**config.mk**
```make
export PLATFORM = sky130hd
export DESIGN_NAME = button_debouncer
export DESIGN_NICKNAME = d
export VERILOG_FILES = /design/src/rtl/button_debouncer.sv
export SDC_FILE = /design/constraint.sdc
export NUM_CORES = 1
export LEC_CHECK = 0
export BUFFER_PORTS_ARGS = -buffer_cell sky130_fd_sc_hd__buf_2
export CAP_MARGIN = 20
export CORE_MARGIN = 2
export CORE_UTILIZATION = 35
export CTS_CLUSTER_DIAMETER = 150
export DETAILED_ROUTE_END_ITERATION = 6
export RECOVER_POWER = 25
export SLEW_MARGIN = 20
export SYNTH_ARGS = -nofsm -noshare
export SYNTH_HDL_FRONTEND = slang
export SYNTH_SLANG_ARGS = --single-unit
```
**constraint.sdc**
```tcl
create_clock -name clk -period 4.3 [get_ports clk]
set_input_delay 0.215 -clock clk [delete_from_list [all_inputs] [get_ports clk]]
set_output_delay 0.215 -clock clk [all_outputs]
set_load 0.02 [all_outputs]
```
**src/rtl/button_debouncer.sv**
```systemverilog
// Button conditioner: two-flop synchronizer, debounce FSM, level output,
// and registered press/release/long-press strobes for one active-low pin.
module button_debouncer #(
  parameter int unsigned DEBOUNCE_CYCLES   = 120000,
  parameter int unsigned LONG_PRESS_CYCLES = 12000000,
  parameter int unsigned CNT_W             = 24
) (
  input  logic clk,
  input  logic rst,
  input  logic btn_n,
  output logic btn_level,
  output logic press_pulse,
  output logic release_pulse,
  output logic long_press
);

  typedef enum logic [1:0] {
    RELEASED,
    PRESS_WAIT,
    PRESSED,
    RELEASE_WAIT
  } state_e;

  localparam logic [CNT_W-1:0] DEB_LAST  = CNT_W'(DEBOUNCE_CYCLES - 1);
  localparam logic [CNT_W-1:0] HOLD_LAST = CNT_W'(LONG_PRESS_CYCLES - 1);
  localparam logic [CNT_W-1:0] HOLD_FIRE = CNT_W'(LONG_PRESS_CYCLES - 2);
  localparam logic [CNT_W-1:0] CNT_ONE   = CNT_W'(1);

  logic             s1_q, s2_q;
  state_e           state_q, state_d;
  logic [CNT_W-1:0] deb_q, deb_d;
  logic [CNT_W-1:0] hold_q, hold_d;
  logic             level_q, level_d;
  logic             press_q, press_d;
  logic             release_q, release_d;
  logic             long_q, long_d;

  // Inversion at s1 so the synchronized value reads 1 = pressed; reset holds released.
  always_ff @(posedge clk or posedge rst) begin
    if (rst) begin
      s1_q <= 1'b0;
      s2_q <= 1'b0;
    end else begin
      s1_q <= ~btn_n;
      s2_q <= s1_q;
    end
  end

  always_ff @(posedge clk or posedge rst) begin
    if (rst) begin
      state_q   <= RELEASED;
      deb_q     <= '0;
      hold_q    <= '0;
      level_q   <= 1'b0;
      press_q   <= 1'b0;
      release_q <= 1'b0;
      long_q    <= 1'b0;
    end else begin
      state_q   <= state_d;
      deb_q     <= deb_d;
      hold_q    <= hold_d;
      level_q   <= level_d;
      press_q   <= press_d;
      release_q <= release_d;
      long_q    <= long_d;
    end
  end

  always_comb begin
    state_d = state_q;
    deb_d   = deb_q;
    hold_d  = hold_q;
    case (state_q)
      RELEASED: begin
        if (s2_q) begin
          state_d = PRESS_WAIT;
          deb_d   = '0;
        end
      end
      PRESS_WAIT: begin
        if (!s2_q) begin
          state_d = RELEASED;
          deb_d   = '0;
        end else if (deb_q == DEB_LAST) begin
          state_d = PRESSED;
          deb_d   = '0;
          hold_d  = '0;
        end else begin
          deb_d = deb_q + CNT_ONE;
        end
      end
      PRESSED: begin
        if (hold_q != HOLD_LAST) hold_d = hold_q + CNT_ONE;
        if (!s2_q) begin
          state_d = RELEASE_WAIT;
          deb_d   = '0;
        end
      end
      RELEASE_WAIT: begin
        // hold_q is left untouched here so a release glitch resumes the long-press timer
        if (s2_q) begin
          state_d = PRESSED;
          deb_d   = '0;
        end else if (deb_q == DEB_LAST) begin
          state_d = RELEASED;
          deb_d   = '0;
          hold_d  = '0;
        end else begin
          deb_d = deb_q + CNT_ONE;
        end
      end
      default: begin
        state_d = RELEASED;
        deb_d   = '0;
        hold_d  = '0;
      end
    endcase
  end

  always_comb begin
    level_d   = level_q;
    press_d   = 1'b0;
    release_d = 1'b0;
    long_d    = 1'b0;
    case (state_q)
      PRESS_WAIT: begin
        if (s2_q && deb_q == DEB_LAST) begin
          level_d = 1'b1;
          press_d = 1'b1;
        end
      end
      PRESSED: begin
        if (hold_q == HOLD_FIRE) long_d = 1'b1;
      end
      RELEASE_WAIT: begin
        if (!s2_q && deb_q == DEB_LAST) begin
          level_d   = 1'b0;
          release_d = 1'b1;
        end
      end
      RELEASED: ;
      default: level_d = 1'b0;
    endcase
  end

  assign btn_level     = level_q;
  assign press_pulse   = press_q;
  assign release_pulse = release_q;
  assign long_press    = long_q;

endmodule

```
==> flow_summary.ini <==
[floorplanning]
fp.dieW_um = 97.9
core_area_mm2 = 0.00864
dieArea_mm2 = 0.00958
initial_core_util = 0.357
ioPinCount = 7
std_cell_rows = 34
die_y_um = 97.9

[drt]
drtIter0Drc = 105
post_drt_wl_per_cell_um = 15.1
firstDrtPassIters = 4
postRouteAntennaNets = 0
drc_errors = 0
routed_wirelength_um = 6760
vias_per_cell = 5.82
num_vias = 2614

[layout]
fin_nets = 346
fill_cells = 879
area_delta_synth_final_pct = 7.99
diodes = 0
post_route_cells_drive_above_1_share = 0.0645
final_area_mm2 = 0.00333
fin_cells = 449

[logic_synthesis]
synth_top_area_frac = 0.454
syn_nets = 342
ys_seq_area_frac = 0.454
synth_edf_count = 0
synth.largest_area_cell = dfrtp_1
syn_area_mm2 = 0.00309
yosys-top-cells-area = dfrtp_1 45%, a21oi_1 5.2%, nand2_1 4.4%
synth_common_cells = 56 x dfrtp_1, 36 x nand2_1, 32 x a21oi_1
syn_inst = 336
ys.flop_type = dfrtp_1
syn-mean-instance-area_um2 = 9.18
yosysWarnings = 0
synth_cell_type_count = 46
ys_async_sr_fraction = 1.00
synth_seq_cells = 56
yosysMostFrequentCell = dfrtp_1

[sta]
slew_viol_final = 57
fin_crit_ns = 2.76
tightest_slew_ns = 3.04
hold_viol_final = 0
grt_setup_unrepaired = false
whs_ns = 0.0404
setup_viol = 0
fin_crit_sh = 0.641
fin_ws_ns = 1.54
setup_tns_ns = 0
skew_ns = 0.00995
maxSlewHeadroom = -1.02
fmax_mhz = 363

[worst_hold_path]
hold_depth = 2
min_from = btn_n
whs_endpoint = s1_q
hold_class = input port to flop

[grt]
grt_util_met3 = 0.0258
grtUsageMet2 = 0.240
grt_first_pass_wirelength_um = 12300
first_global_vias = 2548
grt_start_max_net_pins = 57
met1_usage = 0.215
grtUsageTotal = 0.150
top_usage_layer = met2
overflow = 0
antenna_found_initial = 0

[worst_setup_path]
path_class = input port to asynchronous set/reset pin
crit_fanout = 56
cp-end-kind = asynchronous set/reset pin
startpoint = rst
start_kind = input port
r2r_cells = 6
r2r-end = hold_q[4]
critPathArrivalTime_ns = 2.51
rrSetupSlack_ns = 1.55
crit_required_ns = 4.05
worst_r2r_startpoint = deb_q[0]

[cts]
holdBufCountCts = 0
post_cts_buffers = 0
clkSinkCount = 56
cts_buffers = 5
cts-root-buf = clkbuf_8
cts_resized = 0
clk_latency_ns = 0.30
clk_pin_slew_ns = 0.10
cts_tree = built
htreeDepth = 2
cts_buffer_depth = 2

[place]
place_ws_ns = 1.55
io_buffers = 6
placed_area_mm2 = 0.00323
place_hpwl_um = 4550
gp_congestion = 0.812
dpl.cell_count = 441

[flow_run]
max-cap-violations = 1

[run_status]
violations = capacitance limit, slew limit
outcome = finished with violations

[power_and_ir_drop]
power_density_mw_per_mm2 = 274
ir_drop_uv = 123
p_leak_nw = 1.31
metal layers:
metal / vias up / part of all wire
met3: 4 / 0.029
met4: 0 / 0.0052
met1: 1288 / 0.49
met5: - / 0
li1: 1287 / -
met2: 35 / 0.48
power breakdown:
part	internal (mW)	switching [mW]
sequential	0.529	0.00418
combinational	0.00891	0.0269
clock	0.173	0.169
total	0.711	0.201
critical path, cell delays in order:
cell	delay, ns
buf_2	0.09
inv_1	0.04
clkbuf_1	2.14
layout make-up:
| cell class | instances | area [µm²] | share of cell area |
|---|---|---|---|
| inverters | 6 | 22.5 | 0.00676 |
| clock inverters | 2 | 35.0 | 0.0105 |
| well taps | 108 | 135 | 0.0406 |
| repair buffers | 10 | 60.1 | 0.0180 |
| flip-flops and latches | 56 | 1400 | 0.421 |
| clock buffers | 6 | 72.6 | 0.0218 |
| multi-input cells | 261 | 1610 | 0.482 |
placed cells by master, fill, tap and decap left out, types with 2 or more instances in the layout:
| cell | Yosys | layout |
|---|---|---|
| xor2_1 | 4 | 4 |
| a22o_1 | 3 | 3 |
| or4_1 | 13 | 13 |
| a21o_1 | 4 | 4 |
| nor4_1 | 8 | 8 |
| a31oi_1 | 6 | 6 |
| buf_4 | 0 | 2 |
| xnor2_1 | 4 | 4 |
| nand2b_1 | 3 | 3 |
| nand3_1 | 21 | 21 |
| mux2i_1 | 4 | 4 |
| nor2_1 | 7 | 7 |
| nor3_1 | 6 | 6 |
| and2_1 | 2 | 2 |
| nand4_1 | 12 | 12 |
| nor3b_1 | 2 | 2 |
| a21oi_1 | 32 | 32 |
| buf_2 | 0 | 6 |
| or3_1 | 12 | 12 |
| and3_1 | 13 | 13 |
| nor2b_1 | 4 | 4 |
| dfrtp_1 | 56 | 56 |
| ha_1 | 3 | 3 |
| and4_1 | 3 | 3 |
| nand2_1 | 36 | 36 |
| o21ai_0 | 26 | 26 |
| clkbuf_1 | 11 | 2 |
| inv_1 | 6 | 6 |
| o31ai_1 | 14 | 14 |
| o21ai_1 | 2 | 2 |
| o22a_1 | 2 | 2 |
| clkbuf_8 | 0 | 5 |
registers in the layout, indices dropped and copies added (netlist names), named ones only:
| register | count |
|---|---|
| deb_q | 24 |
| hold_q | 24 |
| btn_level | 1 |
| long_press | 1 |
| press_pulse | 1 |
| release_pulse | 1 |
| s1_q | 1 |
| s2_q | 1 |
| state_q | 1 |
logic make-up (layout without fill, tap and decap cells):
kind of cell | count (synthesis) | count (layout) | synth area share
AO/OA/AOI/OAI | 96 | 96 | 0.193
XOR/XNOR | 8 | 8 | 0.0227
flip-flops | 56 | 56 | 0.454
AND/OR/NAND/NOR | 149 | 149 | 0.276
multiplexers | 5 | 5 | 0.0166
adder cells (fa/ha/maj) | 3 | 3 | 0.0122
buffers and inverters | 19 | 24 | 0.0255
how the worst max path moves through the flow:
stage	endpoint	slack (ns)
3_3_place_gp	hold_q[4]	1.70
3_5_place_dp	hold_q[16]	1.55
6_report	hold_q[18]	1.54
4_1_cts	hold_q[16]	1.52
2_1_floorplan	hold_q[10]	2.07
5_1_grt	hold_q[18]	0.78
per-stage QoR:
step / utilization / power [mW]
3_5_place_dp: 0.374 / 0.582
3_3_place_gp: 0.373 / 0.580
6_report: 0.386 / 0.912
4_1_cts: 0.386 / 0.929
2_1_floorplan: - / 0.568
5_1_grt: 0.386 / 0.953
(Power assumes the default switching activity.)
